[config.mk]
export PLATFORM = sky130hd
export DESIGN_NAME = pu_riscv_muldiv_wb
export DESIGN_NICKNAME = d
export VERILOG_FILES = /design/src/rtl/pu_riscv_muldiv_wb.sv
export SDC_FILE = /design/constraint.sdc
export NUM_CORES = 1
export LEC_CHECK = 0
export CAP_MARGIN = 10
export CORE_AREA = 2 2 164 134
export CTS_CLUSTER_DIAMETER = 50
export CTS_CLUSTER_SIZE = 40
export DETAILED_ROUTE_END_ITERATION = 10
export DIE_AREA = 0 0 166 136
export GPL_ROUTABILITY_DRIVEN = 1
export PLACE_DENSITY = 0.93
export SLEW_MARGIN = 20
export SYNTH_ARGS = -nofsm -noshare
export SYNTH_HDL_FRONTEND = slang
export SYNTH_SLANG_ARGS = --single-unit
[constraint.sdc]
create_clock -name clk -period 5.7 [get_ports clk]
set_input_delay 1.14 -clock clk [delete_from_list [all_inputs] [get_ports clk]]
set_output_delay 1.14 -clock clk [all_outputs]
set_load 0.005 [all_outputs]
[src/rtl/pu_riscv_muldiv_wb.sv]
// Writeback collector for the M-extension multiply/divide units.
// Tags issued mul/div ops with their rd, queues results in a 2-entry FIFO,
// drives registered register-file writes and a RAW-hazard flag to decode.
// Optional feature: define PU_RISCV_MULDIV_BYPASS_EN to let a result skip the
// empty FIFO and load the writeback registers directly.
module pu_riscv_muldiv_wb #(
    parameter int unsigned XLEN = 64,
    parameter int unsigned ILEN = 64
) (
    input  logic            clk,
    input  logic            rstn,
    input  logic            ex_stall_i,
    input  logic            id_bubble_i,
    input  logic [ILEN-1:0] id_instr_i,
    input  logic            mul_bubble_i,
    input  logic [XLEN-1:0] mul_r_i,
    input  logic            div_bubble_i,
    input  logic [XLEN-1:0] div_r_i,
    input  logic            wb_stall_i,
    output logic            wb_we_o,
    output logic [4:0]      wb_dst_o,
    output logic [XLEN-1:0] wb_r_o,
    output logic            md_full_o,
    output logic            md_hazard_o,
    output logic            md_ovf_o
);

`ifdef PU_RISCV_MULDIV_BYPASS_EN
    localparam bit BypassEn = 1'b1;
`else
    localparam bit BypassEn = 1'b0;
`endif

    // Issue decode
    logic [4:0] id_rd, id_rs1, id_rs2;
    logic       is_mext, issue_mul, issue_div;

    assign id_rd     = id_instr_i[11:7];
    assign id_rs1    = id_instr_i[19:15];
    assign id_rs2    = id_instr_i[24:20];
    assign is_mext   = ((id_instr_i[6:2] == 5'b01100) || (id_instr_i[6:2] == 5'b01110)) &&
                       (id_instr_i[31:25] == 7'b0000001);
    assign issue_mul = !ex_stall_i && !id_bubble_i && is_mext && !id_instr_i[14];
    assign issue_div = !ex_stall_i && !id_bubble_i && is_mext && id_instr_i[14];

    logic unused_instr;
    if (ILEN > 32) begin : g_wide_instr
        assign unused_instr = ^{id_instr_i[ILEN-1:32], id_instr_i[13:12], id_instr_i[1:0]};
    end else begin : g_narrow_instr
        assign unused_instr = ^{id_instr_i[13:12], id_instr_i[1:0]};
    end

    // State
    logic            mul_v_q, mul_v_d, div_v_q, div_v_d;
    logic [4:0]      mul_rd_q, mul_rd_d, div_rd_q, div_rd_d;
    logic [1:0]      cnt_q, cnt_d;
    logic [4:0]      fifo_rd_q [2];
    logic [4:0]      fifo_rd_d [2];
    logic [XLEN-1:0] fifo_data_q [2];
    logic [XLEN-1:0] fifo_data_d [2];
    logic            ovf_q, ovf_d;
    logic            wb_we_q, wb_we_d;
    logic [4:0]      wb_dst_q, wb_dst_d;
    logic [XLEN-1:0] wb_r_q, wb_r_d;

    // Arriving results; an untagged result is carried with rd=0 so it is never written
    logic       mul_valid, div_valid;
    logic [4:0] mul_res_rd, div_res_rd;

    assign mul_valid  = !mul_bubble_i;
    assign div_valid  = !div_bubble_i;
    assign mul_res_rd = mul_v_q ? mul_rd_q : 5'd0;
    assign div_res_rd = div_v_q ? div_rd_q : 5'd0;

    // Tag next-state: capture clears the tag, a same-cycle issue re-arms it
    always_comb begin
        mul_v_d  = mul_v_q;
        mul_rd_d = mul_rd_q;
        div_v_d  = div_v_q;
        div_rd_d = div_rd_q;
        if (mul_valid) mul_v_d = 1'b0;
        if (div_valid) div_v_d = 1'b0;
        if (issue_mul) begin
            mul_v_d  = 1'b1;
            mul_rd_d = id_rd;
        end
        if (issue_div) begin
            div_v_d  = 1'b1;
            div_rd_d = id_rd;
        end
    end

    // FIFO and writeback next-state: pop first, then append mul then div
    logic pop, byp_mul, byp_div, push_mul, push_div;

    always_comb begin
        pop      = !wb_stall_i && (cnt_q != 2'd0);
        byp_mul  = BypassEn && (cnt_q == 2'd0) && !wb_stall_i && mul_valid;
        byp_div  = BypassEn && (cnt_q == 2'd0) && !wb_stall_i && div_valid && !mul_valid;
        push_mul = mul_valid && !byp_mul;
        push_div = div_valid && !byp_div;

        fifo_rd_d   = fifo_rd_q;
        fifo_data_d = fifo_data_q;
        cnt_d       = cnt_q;
        ovf_d       = ovf_q;
        wb_we_d     = wb_we_q;
        wb_dst_d    = wb_dst_q;
        wb_r_d      = wb_r_q;

        if (pop) begin
            fifo_rd_d[0]   = fifo_rd_q[1];
            fifo_data_d[0] = fifo_data_q[1];
            cnt_d          = cnt_q - 2'd1;
        end
        if (push_mul) begin
            if (cnt_d == 2'd2) begin
                ovf_d = 1'b1;
            end else begin
                fifo_rd_d[cnt_d[0]]   = mul_res_rd;
                fifo_data_d[cnt_d[0]] = mul_r_i;
                cnt_d                 = cnt_d + 2'd1;
            end
        end
        if (push_div) begin
            if (cnt_d == 2'd2) begin
                ovf_d = 1'b1;
            end else begin
                fifo_rd_d[cnt_d[0]]   = div_res_rd;
                fifo_data_d[cnt_d[0]] = div_r_i;
                cnt_d                 = cnt_d + 2'd1;
            end
        end

        if (!wb_stall_i) begin
            if (pop) begin
                wb_we_d  = (fifo_rd_q[0] != 5'd0);
                wb_dst_d = fifo_rd_q[0];
                wb_r_d   = fifo_data_q[0];
            end else if (byp_mul) begin
                wb_we_d  = (mul_res_rd != 5'd0);
                wb_dst_d = mul_res_rd;
                wb_r_d   = mul_r_i;
            end else if (byp_div) begin
                wb_we_d  = (div_res_rd != 5'd0);
                wb_dst_d = div_res_rd;
                wb_r_d   = div_r_i;
            end else begin
                wb_we_d  = 1'b0;
            end
        end
    end

    // State registers
    always_ff @(posedge clk or negedge rstn) begin
        if (!rstn) begin
            mul_v_q        <= 1'b0;
            mul_rd_q       <= 5'd0;
            div_v_q        <= 1'b0;
            div_rd_q       <= 5'd0;
            cnt_q          <= 2'd0;
            fifo_rd_q[0]   <= 5'd0;
            fifo_rd_q[1]   <= 5'd0;
            fifo_data_q[0] <= '0;
            fifo_data_q[1] <= '0;
            ovf_q          <= 1'b0;
            wb_we_q        <= 1'b0;
            wb_dst_q       <= 5'd0;
            wb_r_q         <= '0;
        end else begin
            mul_v_q     <= mul_v_d;
            mul_rd_q    <= mul_rd_d;
            div_v_q     <= div_v_d;
            div_rd_q    <= div_rd_d;
            cnt_q       <= cnt_d;
            fifo_rd_q   <= fifo_rd_d;
            fifo_data_q <= fifo_data_d;
            ovf_q       <= ovf_d;
            wb_we_q     <= wb_we_d;
            wb_dst_q    <= wb_dst_d;
            wb_r_q      <= wb_r_d;
        end
    end

    // RAW hazard against pending tags and occupied FIFO entries
    function automatic logic rs_pending(input logic [4:0] rs);
        logic hit;
        hit = (mul_v_q && (rs == mul_rd_q)) || (div_v_q && (rs == div_rd_q)) ||
              ((cnt_q != 2'd0) && (rs == fifo_rd_q[0])) ||
              ((cnt_q == 2'd2) && (rs == fifo_rd_q[1]));
        return (rs != 5'd0) && hit;
    endfunction

    always_comb begin
        md_hazard_o = !id_bubble_i && (rs_pending(id_rs1) || rs_pending(id_rs2));
    end

    assign md_full_o = (cnt_q == 2'd2);
    assign md_ovf_o  = ovf_q;
    assign wb_we_o   = wb_we_q;
    assign wb_dst_o  = wb_dst_q;
    assign wb_r_o    = wb_r_q;

endmodule

# Word-level counts from Yosys, hierarchy flattened

Cells that the tools add are included.

Register bits after elaboration: 223
Bits of input ports: 199
Output and inout bits: 73
Logic and storage cells: 113

Add/sub/neg operators: 3
Magnitude comparators: 4
Equal/unequal tests: 16
Muxes and demuxes: 38
Bitwise gates (word level): 3
Reduce and logical (&&, ||, !) cells: 36

Operators with widths:

| cell                  | number |
|---|---|
| $mux W128             | 4 |
| $bwmux W128           | 2 |
| $mux W64              | 3 |
| $demux W64 S1         | 2 |
| $eq A5 B5 Y1          | 8 |
| $mux W10              | 4 |
| $mux W5               | 5 |
| $bwmux W10            | 2 |
| $logic_and A1 B1 Y1   | 19 |
| $reduce_bool A5 Y1    | 3 |
| $demux W5 S1          | 2 |
| $eq A5 B4 Y1 const B  | 2 |
| $mux W2               | 5 |
| $mux W1               | 9 |
| $logic_or A1 B1 Y1    | 8 |
| $eq A7 B1 Y1 const B  | 1 |
| $eq A2 B2 Y1 const B  | 3 |
| $add A2 B1 Y2 const B | 2 |
| $ge A2 B2 Y1 const B  | 2 |
| $logic_not A1 Y1      | 4 |
| $lt A2 B1 Y1 const B  | 2 |
| $ne A2 B1 Y1 const B  | 2 |
| $not A1 Y2            | 2 |
| $reduce_and A2 Y1     | 1 |
| other kinds (3)       | 3 |

# Depth between registers and ports, before layout

Gate-level depths: netlist of the first run.

Depth after elaboration: 14
Gate-level depth with buffers: 18
Depth with buffers taken out: 13

# Worst setup path before layout of the first run

Ideal clock, no wire load.

Kind: input -> register
Start point: input wb_stall_i
End point: register fifo_data_q[100] (netlist bit)
Arrival: 3.589 ns
Required time: 5.568 ns
Setup slack: 1.979 ns
Stages: 14
Path buffers: 5
Cells stage by stage: buf_4 > nor2_8 > buf_2 > buf_2 > a21oi_1 > ha_1 > nor2_1 > a21oi_1 > inv_1 > ha_1 > a2111oi_4 > buf_4 > clkbuf_1 > o21ai_1

RTL lines:

| element              | RTL line | text |
|---|---|---|
| from (decl)          | 19       | `input logic wb_stall_i,` |
| to (signal assigned) | 177      | `fifo_data_q <= fifo_data_d;` |
| to (decl)            | 59       | `logic [XLEN-1:0] fifo_data_q [2];` |

# Worst setup path after layout of the first run

Start point: input id_instr_i[18]
End point: output md_hazard_o

Cells in the longest elaborated chain, start to end: 8
Elaborated cells between the ends (all ways): 15

RTL lines:

| element                          | RTL line | text |
|---|---|---|
| from (decl)                      | 14       | `input logic [ILEN-1:0] id_instr_i,` |
| $eq A5 B5 Y1                     | 188      | `hit = (mul_v_q && (rs == mul_rd_q)) \|\| (div_v_q && (rs == div_rd_q)) \|\|` |
| $logic_and A1 B1 Y1              | 188      |  |
| $logic_or A1 B1 Y1 (2 in series) | 188      |  |
| $logic_or A1 B1 Y1               | 189      | `((cnt_q != 2'd0) && (rs == fifo_rd_q[0])) \|\|` |
| $logic_and A1 B1 Y1 *            | 191      | `return (rs != 5'd0) && hit;` |
| $logic_or A1 B1 Y1 *             | 195      | `md_hazard_o = !id_bubble_i && (rs_pending(id_rs1) \|\| rs_pending(id_rs2));` |
| $logic_and A1 B1 Y1 *            | 195      |  |
| to (decl)                        | 24       | `output logic md_hazard_o,` |

Mark *: on every way between the ends. The rest lies on a longest branch, timed or not.

==> reports/results.txt, run 1 <==
antenna violations before repair -> 0
global routing usage on met3 -> 6.52%
Final Hold Viols -> 0
Synth-to-Final Area Change -> 28.9%
hold_ws -> 0.486 ns
Tmin final -> 4.32 ns
worst setup path class -> input port to output port
clk slew on worst S/H paths -> 0.05 ns
worst vdd ir -> 0.393 mV
total wire length -> 27.0 mm
Buf+Inv Stages, Crit Path -> 2
first drt pass iteration count -> 5
# fillers -> 1468
RePlAce Congestion -> 0.887
WL per Instance -> 18.4 µm
diode count -> 0
Clock Skew -> 0.0179 ns
Vias/cell -> 5.66
Slowest-stage cell, CP -> clkdlybuf4s50_1
Initial DRC Count -> 628
Pwr Total -> 0.00779 W
DRC Markers -> 0
gr usage total -> 24.0%
multi-input logic area -> 5150 µm²
CP Capture Type -> output port
LEAKAGE -> 6.31 nW
WHS Endpoint -> wb_we_o
pre-CTS WS -> 1.23 ns
post-CTS sizing -> 0
post-synthesis sequential area ratio -> 50.0%
Hold Path Class -> flip-flop to flip-flop
post-place instance area -> 13600 µm²
clock buffer depth -> 3
max cap viols -> 0
Netlist cell types -> 39
YS warnings -> 0
Final Setup Violations -> 0
Synth Flop Type -> dfrtp_1
HPWL after detailed placement -> 17.7 mm
die area -> 22600 µm²
unrepaired setup endpoints after global routing -> no
Die Y -> 136 µm
final worst slack -> 1.38 ns
final slew viol count -> 0
Cells after Synth -> 987
postcts setup bufs -> 0
layout cells sized above 1 -> 17.1%
clock sinks -> 223
number of synthesized flops with an enable pin -> 0
core region area -> 21100 µm²
max incr delay on CP -> 0.68 ns
top cell type's share of synthesized area -> 50.0%
H-Tree Depth -> 1
M1 GR Usage -> 32.0%
Crit path max-delay family -> buffers and inverters
overall die width -> 166 µm
FF-to-FF Start -> cnt_q[0]
GR peak layer -> met2
leading area contributor after synthesis -> dfrtp_1
run status -> complete, no violations
Port Buffers -> 234
IO Pins -> 272
vias -> 8332
synthesized area per cell -> 11.3 µm²
Critical Path RT -> 4.56 ns
storage element area -> 5580 µm²
crit-path cells -> clkdlybuf4s50_1 > xnor2_1 > nand4_1 > or3_1 > nand4_1 > a22o_1 > clkdlybuf4s50_1
Mapped Nets -> 1192
PwrDens -> 542 nW/µm²
largest cells by area after synthesis -> dfrtp_1, mux2_2, mux2i_1
Worst Max-Slew Pin Slew -> 0.985 ns
post-route cell area -> 14400 µm²
Initial Util -> 52.9%
total gr overflow -> 0
Max transition margin -> 34.3%
CTS root buf -> clkbuf_16
final net count -> 1387
setup_tns -> 0 ns
hold_sp -> wb_we_o
routing usage on met2 -> 39.9%
row count -> 48
arrival time at the worst endpoint -> 3.18 ns
f_max -> 232 MHz
TritonCTS clock tree -> built
R2R depth -> 13
reg2reg end -> fifo_data_q[26]
Yosys reg bits -> 223
startpoint types -> input port
top fanout value on the critical path -> 5
internal reg-to-reg setup slack -> 2.06 ns
cell with the most instances after synthesis -> dfrtp_1
Clock Latency Late Sink -> 0.52 ns
Post-synth ARST share -> 100%
first-pass GRT wire length -> 44.7 mm
period utilisation layout -> 75.8%
Min-Delay Path Depth -> 2
Routed Antenna Nets -> 0
Post-CTS Hold Fix Bufs -> 0
Mapped Area -> 11200 µm²
most frequent cells after synthesis -> dfrtp_1, mux2_2, nand2_1
largest net degree at the start of global routing -> 123
vias in the first global route -> 8697
CTS buffer count -> 23
layer usage:
metal,vias to the layer above,wire (µm)
li1,3851,-
met1,4140,11500
met2,304,12800
met3,37,2300
met4,0,476
met5,-,0
per-stage QoR:
step                instances  util [%]
floorplan                 987         -
global placement         1432      64.4
detailed placement       1432      64.4
CTS                      1473      68.3
global route             1473      68.3
finish                   1473      68.3
sequential cells by signal, indices dropped and copies added (netlist names):
name	count
fifo_data_q	128
md_ovf_o	1
fifo_rd_q	10
wb_we_o	1
div_rd_q	5
wb_r_o	64
mul_rd_q	5
wb_dst_o	5
cnt_q	2
div_v_q	1
mul_v_q	1
worst max-delay path by stage:
stage,from,to,depth (start not counted)
after global placement,wb_stall_i,fifo_data_q[35],12
after floorplan,wb_stall_i,fifo_data_q[100],14
after CTS,id_instr_i[21],md_hazard_o,7
final,id_instr_i[18],md_hazard_o,7
after global routing,id_instr_i[18],md_hazard_o,7
after detailed placement,wb_stall_i,fifo_data_q[49],12
cell usage in the layout, fill, tap and decap left out, types with 3 or more instances in the layout:
cell type        synthesis  routed
ha_1                     6       6
buf_12                   0       3
o21ai_1                 56      56
o31ai_1                  6       6
buf_4                    8       8
and2_1                   5       5
inv_6                    0       4
clkdlybuf4s50_1          0     233
o21ai_0                 83      83
xnor2_1                 14      14
inv_1                    8       8
nand3_1                 16      16
nor2_1                  13      13
nor4_1                   6       6
a21oi_1                  6       6
mux2_2                 143     143
nand4_1                  5       5
dfrtp_1                223     223
mux2i_1                135     135
nand2_1                136     136
nor3_1                   3       3
clkbuf_16                0      23
inv_8                    0       6
and3_1                   5       5
xor2_1                  26      26
worst register-to-register path, stage by stage (launching register included):
cell,delay [ns]
dfrtp_1,0.36
inv_1,0.18
ha_1,0.50
nor2_8,0.10
xnor2_4,0.24
inv_2,0.14
ha_1,0.31
nor2_1,0.04
a21oi_1,0.24
inv_1,0.08
ha_1,0.29
a2111oi_4,0.30
buf_12,0.43
o21ai_0,0.31
report_power, final:
| group | internal, W | leakage (nW) | switching (W) |
|---|---|---|---|
| Clock | 0.000885 | 0.405 | 0.000729 |
| Sequential | 0.00233 | 2.75 | 0.000378 |
| Combinational | 0.00183 | 3.15 | 0.00164 |
logic make-up (layout without fill, tap and decap cells):
kind of cell,count (synthesis),count (layout),synth area share (%)
muxes,278,278,26.5
DFF,223,223,50.0
and+or+nand+nor,200,200,7.93
AOI/OAI and AO/OA,155,155,7.54
buffers and inverters,84,295,3.94
xor gates and xnor gates,41,41,3.39
adders and majority gates,6,6,0.673
cell type report:
cell class / count / area share, %
clock inverter: 18 / 1.68
sequential: 223 / 38.8
multi-input combinational: 680 / 35.8
timing repair buffer: 245 / 17.1
clock buffer: 23 / 4.00
inverter: 9 / 0.235
tap: 275 / 2.39
No activity file was read; power rests on OpenSTA's default activity.
==> run 2: changes to the inputs <==
--- a/config.mk
+++ b/config.mk
@@ -6,13 +6,13 @@
 export NUM_CORES = 1
 export LEC_CHECK = 0
 export CAP_MARGIN = 10
-export CORE_AREA = 2 2 164 134
+export CORE_AREA = 2 2 171 139
 export CTS_CLUSTER_DIAMETER = 50
 export CTS_CLUSTER_SIZE = 40
 export DETAILED_ROUTE_END_ITERATION = 10
-export DIE_AREA = 0 0 166 136
+export DIE_AREA = 0 0 173 141
 export GPL_ROUTABILITY_DRIVEN = 1
-export PLACE_DENSITY = 0.93
+export PLACE_DENSITY = 0.88
 export SLEW_MARGIN = 20
 export SYNTH_ARGS = -nofsm -noshare
 export SYNTH_HDL_FRONTEND = slang
==> constraint.sdc (replaced) <==
create_clock -name clk -period 4.4 [get_ports clk]
set_input_delay 0.88 -clock clk [delete_from_list [all_inputs] [get_ports clk]]
set_output_delay 0.88 -clock clk [all_outputs]
set_load 0.005 [all_outputs]
==> run 2 against run 1 <==
Sequential share of layout area is 0.27 points lower. Via count is 1.0% lower. Flip-flop and latch count stayed put. Highest routed layer unchanged. Critical endpoint unchanged. First-iteration DRC count is 18% lower. Largest power group unchanged. Final area is 0.70% higher.
==> reports/results.txt, run 2 (same netlist as run 1, synthesis figures left out) <==
Post-CTS Hold Fix Bufs -> 0 (unchanged)
setup_tns -> 0 ns (unchanged)
total gr overflow -> 0 (unchanged)
Clock power frac -> 20.1% (was 20.7%)
Comb power frac -> 45.0% (was 44.5%)
Routed Antenna Nets -> 0 (unchanged)
Final Setup Violations -> 0 (unchanged)
RePlAce Congestion -> 0.825 (was 0.887)
Largest Register -> fifo_data_q (unchanged)
P_int -> 0.00648 W (was 0.00505 W)
max cap viols -> 0 (unchanged)
worst setup path class -> input port to output port (unchanged)
Clock Skew -> 0.0180 ns (was 0.0179 ns)
switching part of the total -> 35.7% (was 35.2%)
overall die width -> 173 µm (was 166 µm)
postcts setup bufs -> 0 (unchanged)
f_max -> 263 MHz
Critical Path RT -> 3.52 ns (was 4.56 ns)
worst vdd ir -> 0.384 mV (was 0.393 mV)
Tmin final -> 3.81 ns
Synth-to-Final Area Change -> 29.8% (was 28.9%)
vias -> 8245 (was 8332)
FF-to-FF Start -> cnt_q[0] (unchanged)
WL per Instance -> 18.2 µm (was 18.4 µm)
layout cells sized above 1 -> 17.2% (was 17.1%)
Die Y -> 141 µm (was 136 µm)
unrepaired setup endpoints after global routing -> no (unchanged)
commonest non-fill, non-tap cell in the layout -> clkdlybuf4s50_1 (unchanged)
startpoint types -> input port (unchanged)
Initial DRC Count -> 516 (was 628)
Core Util, Final -> 63.3% (was 68.3%)
arrival time at the worst endpoint -> 2.93 ns (was 3.18 ns)
diode count -> 0 (unchanged)
largest net degree at the start of global routing -> 107 (was 123)
post-place instance area -> 13700 µm² (was 13600 µm²)
TritonCTS clock tree -> built (unchanged)
row count -> 50 (was 48)
period utilisation layout -> 86.5%
part of the power in registers -> 34.9% (was 34.8%)
Clock Latency Late Sink -> 0.52 ns (about the same)
total wire length -> 27.6 mm (was 27.0 mm)
core region area -> 22900 µm² (was 21100 µm²)
PwrDens -> 696 nW/µm² (was 542 nW/µm²)
Max transition margin -> 46.3% (was 34.3%)
Initial Util -> 48.7% (was 52.9%)
final net count -> 1390 (was 1387)
Switching Power -> 0.00360 W (was 0.00275 W)
reg2reg end -> fifo_data_q[66] (was fifo_data_q[26])
post-route cell area -> 14500 µm² (was 14400 µm²)
most frequent cells in the layout -> clkdlybuf4s50_1, dfrtp_1, mux2_2, nand2_1, mux2i_1 (unchanged)
HPWL after detailed placement -> 18.0 mm (was 17.7 mm)
post-CTS sizing -> 0 (unchanged)
top fanout value on the critical path -> 5 (unchanged)
Port Buffers -> 234 (unchanged)
clock buffer depth -> 3 (unchanged)
CTS root buf -> clkbuf_16 (unchanged)
pre-CTS WS -> 0.427 ns (was 1.23 ns)
gr usage total -> 22.3% (was 24.0%)
run status -> complete, no violations (unchanged)
final worst slack -> 0.593 ns (was 1.38 ns)
clock sinks -> 223 (unchanged)
Vias/cell -> 5.45 (was 5.66)
DRC Markers -> 0 (unchanged)
CTS buffer count -> 23 (unchanged)
Worst Max-Slew Pin Slew -> 0.805 ns (was 0.985 ns)
R2R depth -> 13 (unchanged)
CP Capture Type -> output port (unchanged)
vias in the first global route -> 8647 (was 8697)
IO Pins -> 272 (unchanged)
die area -> 24400 µm² (was 22600 µm²)
H-Tree Depth -> 1 (unchanged)
Final Hold Viols -> 0 (unchanged)
clk slew on worst S/H paths -> 0.08 ns (was 0.05 ns)
max FFs per register -> 128 (unchanged)
first-pass GRT wire length -> 44.7 mm (about the same)
final slew viol count -> 0 (unchanged)
antenna violations before repair -> 0 (unchanged)
first drt pass iteration count -> 5 (unchanged)
LEAKAGE -> 6.32 nW (was 6.31 nW)
Hold Path Class -> input port to asynchronous set/reset pin (was flip-flop to flip-flop)
internal reg-to-reg setup slack -> 0.82 ns (was 2.06 ns)
run 2: cell count changes in the layout (fill, tap and decap cells not counted):
cell and change:
buf_12 +4, buf_4 -1, bufinv_16 -2, clkbuf_1 +1, clkinv_2 -2, clkinv_4 +3
clkinv_8 +3, inv_12 +3, inv_16 -1, inv_8 -5
run 2: area by class of cell:
cell class / instances / area (µm²)
inverter: 9 / 33.8
fill: 1772 / 8410
clock inverter: 17 / 219
clock buffer: 24 / 579
multi-input combinational: 680 / 5150
tap: 312 / 390
sequential: 223 / 5580
timing repair buffer: 248 / 2540
run 2: routing by layer:
layer	global-route usage, %	share of wire [%]	up-vias
met3	6.72	8.3	43
met1	28.8	43	4071
li1	-	-	3852
met2	37.2	47	279
met4	5.04	1.8	0
met5	0	0	-
run 2: worst max-delay path by stage:
| stage | slack, ns | from | to |
|---|---|---|---|
| 2_1_floorplan | 0.94 | wb_stall_i | fifo_data_q[100] |
| 3_3_place_gp | 0.54 | wb_stall_i | fifo_data_q[66] |
| 3_5_place_dp | 0.43 | wb_stall_i | fifo_data_q[102] |
| 4_1_cts | 0.59 | id_instr_i[18] | md_hazard_o |
| 5_1_grt | 0.49 | id_instr_i[24] | md_hazard_o |
| 6_report | 0.59 | id_instr_i[19] | md_hazard_o |
run 2: stage by stage:
step                total power (W)  instances  hold WS, ns
floorplan                   0.00650        987        0.467
global placement            0.00785       1472        0.470
detailed placement          0.00809       1472        0.487
CTS                          0.0102       1513        0.443
global route                 0.0107       1513        0.464
finish                       0.0101       1513        0.423
run 2: power by group through the flow:
stage	clock, W	sequential (W)	combinational [W]
5_1_grt	0.00215	0.00362	0.00497
2_1_floorplan	0	0.00343	0.00307
6_report	0.00203	0.00351	0.00454
3_3_place_gp	0	0.00349	0.00436
4_1_cts	0.00207	0.00352	0.00459
3_5_place_dp	0	0.00355	0.00454
run 2: worst max-delay path, cell delays in order:
cell,delay (ns)
clkdlybuf4s50_1,0.66
xnor2_1,0.17
nand4_1,0.11
or3_1,0.35
nand4_1,0.09
a22o_1,0.16
clkdlybuf4s50_1,0.51
==> run 3: changes to the inputs <==
--- a/config.mk
+++ b/config.mk
@@ -5,6 +5,7 @@
 export SDC_FILE = /design/constraint.sdc
 export NUM_CORES = 1
 export LEC_CHECK = 0
+export ABC_AREA = 0
 export CAP_MARGIN = 10
 export CORE_AREA = 2 2 171 139
 export CTS_CLUSTER_DIAMETER = 50
@@ -13,6 +14,7 @@
 export DIE_AREA = 0 0 173 141
 export GPL_ROUTABILITY_DRIVEN = 1
 export PLACE_DENSITY = 0.88
+export RECOVER_POWER = 25
 export SLEW_MARGIN = 20
 export SYNTH_ARGS = -nofsm -noshare
 export SYNTH_HDL_FRONTEND = slang
==> run 3 against run 2 <==
Routed wire length barely moved. Clock power barely moved. Cell count did not move. Via count shrank 0.22%. Critical endpoint unchanged. Worst setup slack is essentially flat. Critical path type unchanged. Largest power group unchanged. Critical path depth unchanged. Combinational power hardly changed. Final area about the same. Die area is the same. The run now ends with capacitance limit, slew limit left. First-iteration DRC count decreased by 0.78%. Clock skew about the same.
==> reports/results.txt, run 3 (same netlist as run 1, synthesis figures left out) <==
Switching Power -> 0.00360 W (about the same)
diode count -> 0 (unchanged)
Tmin final -> 3.81 ns (about the same)
period utilisation layout -> 86.5% (about the same)
top fanout value on the critical path -> 5 (unchanged)
final slew viol count -> 106 (was 0)
total wire length -> 27.6 mm (about the same)
f_max -> 263 MHz (about the same)
Max transition margin -> -77.9% (was 46.3%)
Final Hold Viols -> 0 (unchanged)
H-Tree Depth -> 1 (unchanged)
Initial Util -> 48.7% (unchanged)
Slowest-stage cell, CP -> clkdlybuf4s50_1 (unchanged)
Final Setup Violations -> 0 (unchanged)
violated checks -> capacitance limit, slew limit
Initial DRC Count -> 512 (was 516)
Critical Path RT -> 3.52 ns (about the same)
crit-path cells -> clkdlybuf4s50_1 > xnor2_1 > nand4_1 > or3_1 > nand4_1 > a22o_1 > clkdlybuf4s50_1 (unchanged)
die area -> 24400 µm² (unchanged)
post-route cell area -> 14500 µm² (about the same)
max cap viols -> 1 (was 0)
Routed Antenna Nets -> 0 (unchanged)
gr usage total -> 22.3% (unchanged)
vias -> 8227 (was 8245)
TritonCTS clock tree -> built (unchanged)
IO Pins -> 272 (unchanged)
postcts setup bufs -> 0 (unchanged)
largest net degree at the start of global routing -> 107 (unchanged)
pre-CTS WS -> 0.427 ns (unchanged)
PwrDens -> 696 nW/µm² (about the same)
max FFs per register -> 128 (unchanged)
Vias/cell -> 5.44 (was 5.45)
LEAKAGE -> 6.32 nW (about the same)
DRC Markers -> 0 (unchanged)
overall die width -> 173 µm (unchanged)
CP Capture Type -> output port (unchanged)
post-CTS sizing -> 0 (unchanged)
clk slew on worst S/H paths -> 0.07 ns (was 0.08 ns)
antenna violations before repair -> 0 (unchanged)
WL per Instance -> 18.2 µm (about the same)
most frequent cells in the layout -> clkdlybuf4s50_1, dfrtp_1, mux2_2, nand2_1, mux2i_1 (unchanged)
unrepaired setup endpoints after global routing -> no (unchanged)
worst setup path class -> input port to output port (unchanged)
P_int -> 0.00648 W (about the same)
internal reg-to-reg setup slack -> 0.82 ns (about the same)
Die Y -> 141 µm (unchanged)
HPWL after detailed placement -> 18.0 mm (unchanged)
vias in the first global route -> 8647 (unchanged)
max incr delay on CP -> 0.66 ns (about the same)
final net count -> 1390 (unchanged)
first-pass GRT wire length -> 44.7 mm (unchanged)
setup_tns -> 0 ns (unchanged)
RePlAce Congestion -> 0.825 (unchanged)
core region area -> 22900 µm² (unchanged)
worst vdd ir -> 0.384 mV (about the same)
CTS root buf -> clkbuf_16 (unchanged)
Clock Skew -> 0.0180 ns (about the same)
Clock Latency Late Sink -> 0.52 ns (about the same)
final worst slack -> 0.593 ns (about the same)
arrival time at the worst endpoint -> 2.93 ns (about the same)
Core Util, Final -> 63.2% (was 63.3%)
storage element area -> 5580 µm² (unchanged)
switching part of the total -> 35.7% (about the same)
Comb power frac -> 45.0% (about the same)
clock buffer depth -> 3 (unchanged)
layout cells sized above 1 -> 17.2% (unchanged)
multi-input logic area -> 5150 µm² (unchanged)
Port Buffers -> 234 (unchanged)
row count -> 50 (unchanged)
Pwr Total -> 0.0101 W (about the same)
commonest non-fill, non-tap cell in the layout -> clkdlybuf4s50_1 (unchanged)
Worst Max-Slew Pin Slew -> 2.67 ns (was 0.805 ns)
Hold Path Class -> flip-flop to flip-flop (was input port to asynchronous set/reset pin)
Clock power frac -> 20.1% (about the same)
total gr overflow -> 0 (unchanged)
startpoint types -> input port (unchanged)
Synth-to-Final Area Change -> 29.7% (was 29.8%)
Post-CTS Hold Fix Bufs -> 0 (unchanged)
post-place instance area -> 13700 µm² (unchanged)
Largest Register -> fifo_data_q (unchanged)
part of the power in registers -> 34.9% (about the same)
# fillers -> 1773 (was 1772)
clock sinks -> 223 (unchanged)
run status -> finished with violations (was complete, no violations)
first drt pass iteration count -> 5 (unchanged)
CTS buffer count -> 23 (unchanged)
==> run 3: changes by cell type in the layout (fill, tap and decap cells not counted) <==
cell and delta:
clkdlybuf4s50_1 -1, clkbuf_2 +1, buf_8 -1, dlygate4sd3_1 +1
==> run 3: routing by layer <==
layer / part of all wire [%] / routed length [µm] / global-route usage, % / vias to the layer above
met1: 43 / 11800 / 28.8 / 4055
met3: 8.2 / 2250 / 6.72 / 41
met5: 0 / 0 / 0 / -
met4: 1.8 / 496 / 5.04 / 0
met2: 47 / 13000 / 37.2 / 280
li1: - / - / - / 3851
==> run 3: power by group through the flow <==
stage	Sequential, W	Combinational [W]	Clock [W]
CTS	0.00352	0.00459	0.00207
finish	0.00352	0.00454	0.00203
global placement	0.00349	0.00436	0
detailed placement	0.00355	0.00454	0
floorplan	0.00343	0.00307	0
global route	0.00362	0.00497	0.00215
==> run 3: cell type report <==
class | count | share of cell area (%)
clock inverters | 17 | 1.51
clock buffers | 24 | 4.00
repair buffers | 248 | 17.5
well taps | 312 | 2.70
inverters | 9 | 0.233
flip-flops and latches | 223 | 38.5
multi-input cells | 680 | 35.5
==> run 3: critical path: cells and delay by family <==
kind            cells  cell delay, ns
buf+inv             2            1.17
simple gates        3            0.55
xor+xnor            1            0.17
compound gates      1            0.16
==> run 3: path summary, 6_finish.rpt <==
check,cells after the start,endpoint,start
max in group asynchronous,2,fifo_data_q[27],rstn
worst min-delay path,1,wb_r_o[0],fifo_data_q[64]
worst max register to register,13,fifo_data_q[66],cnt_q[0]
min in group asynchronous,1,fifo_data_q[122],rstn
worst max-delay path,7,md_hazard_o,id_instr_i[19]
worst min register to register,1,wb_r_o[0],fifo_data_q[64]
==> run 3: metrics by stage <==
stage,hold slack [ns],instances
floorplan,0.467,987
global placement,0.470,1472
detailed placement,0.487,1472
CTS,0.443,1513
global route,0.516,1513
finish,0.497,1513
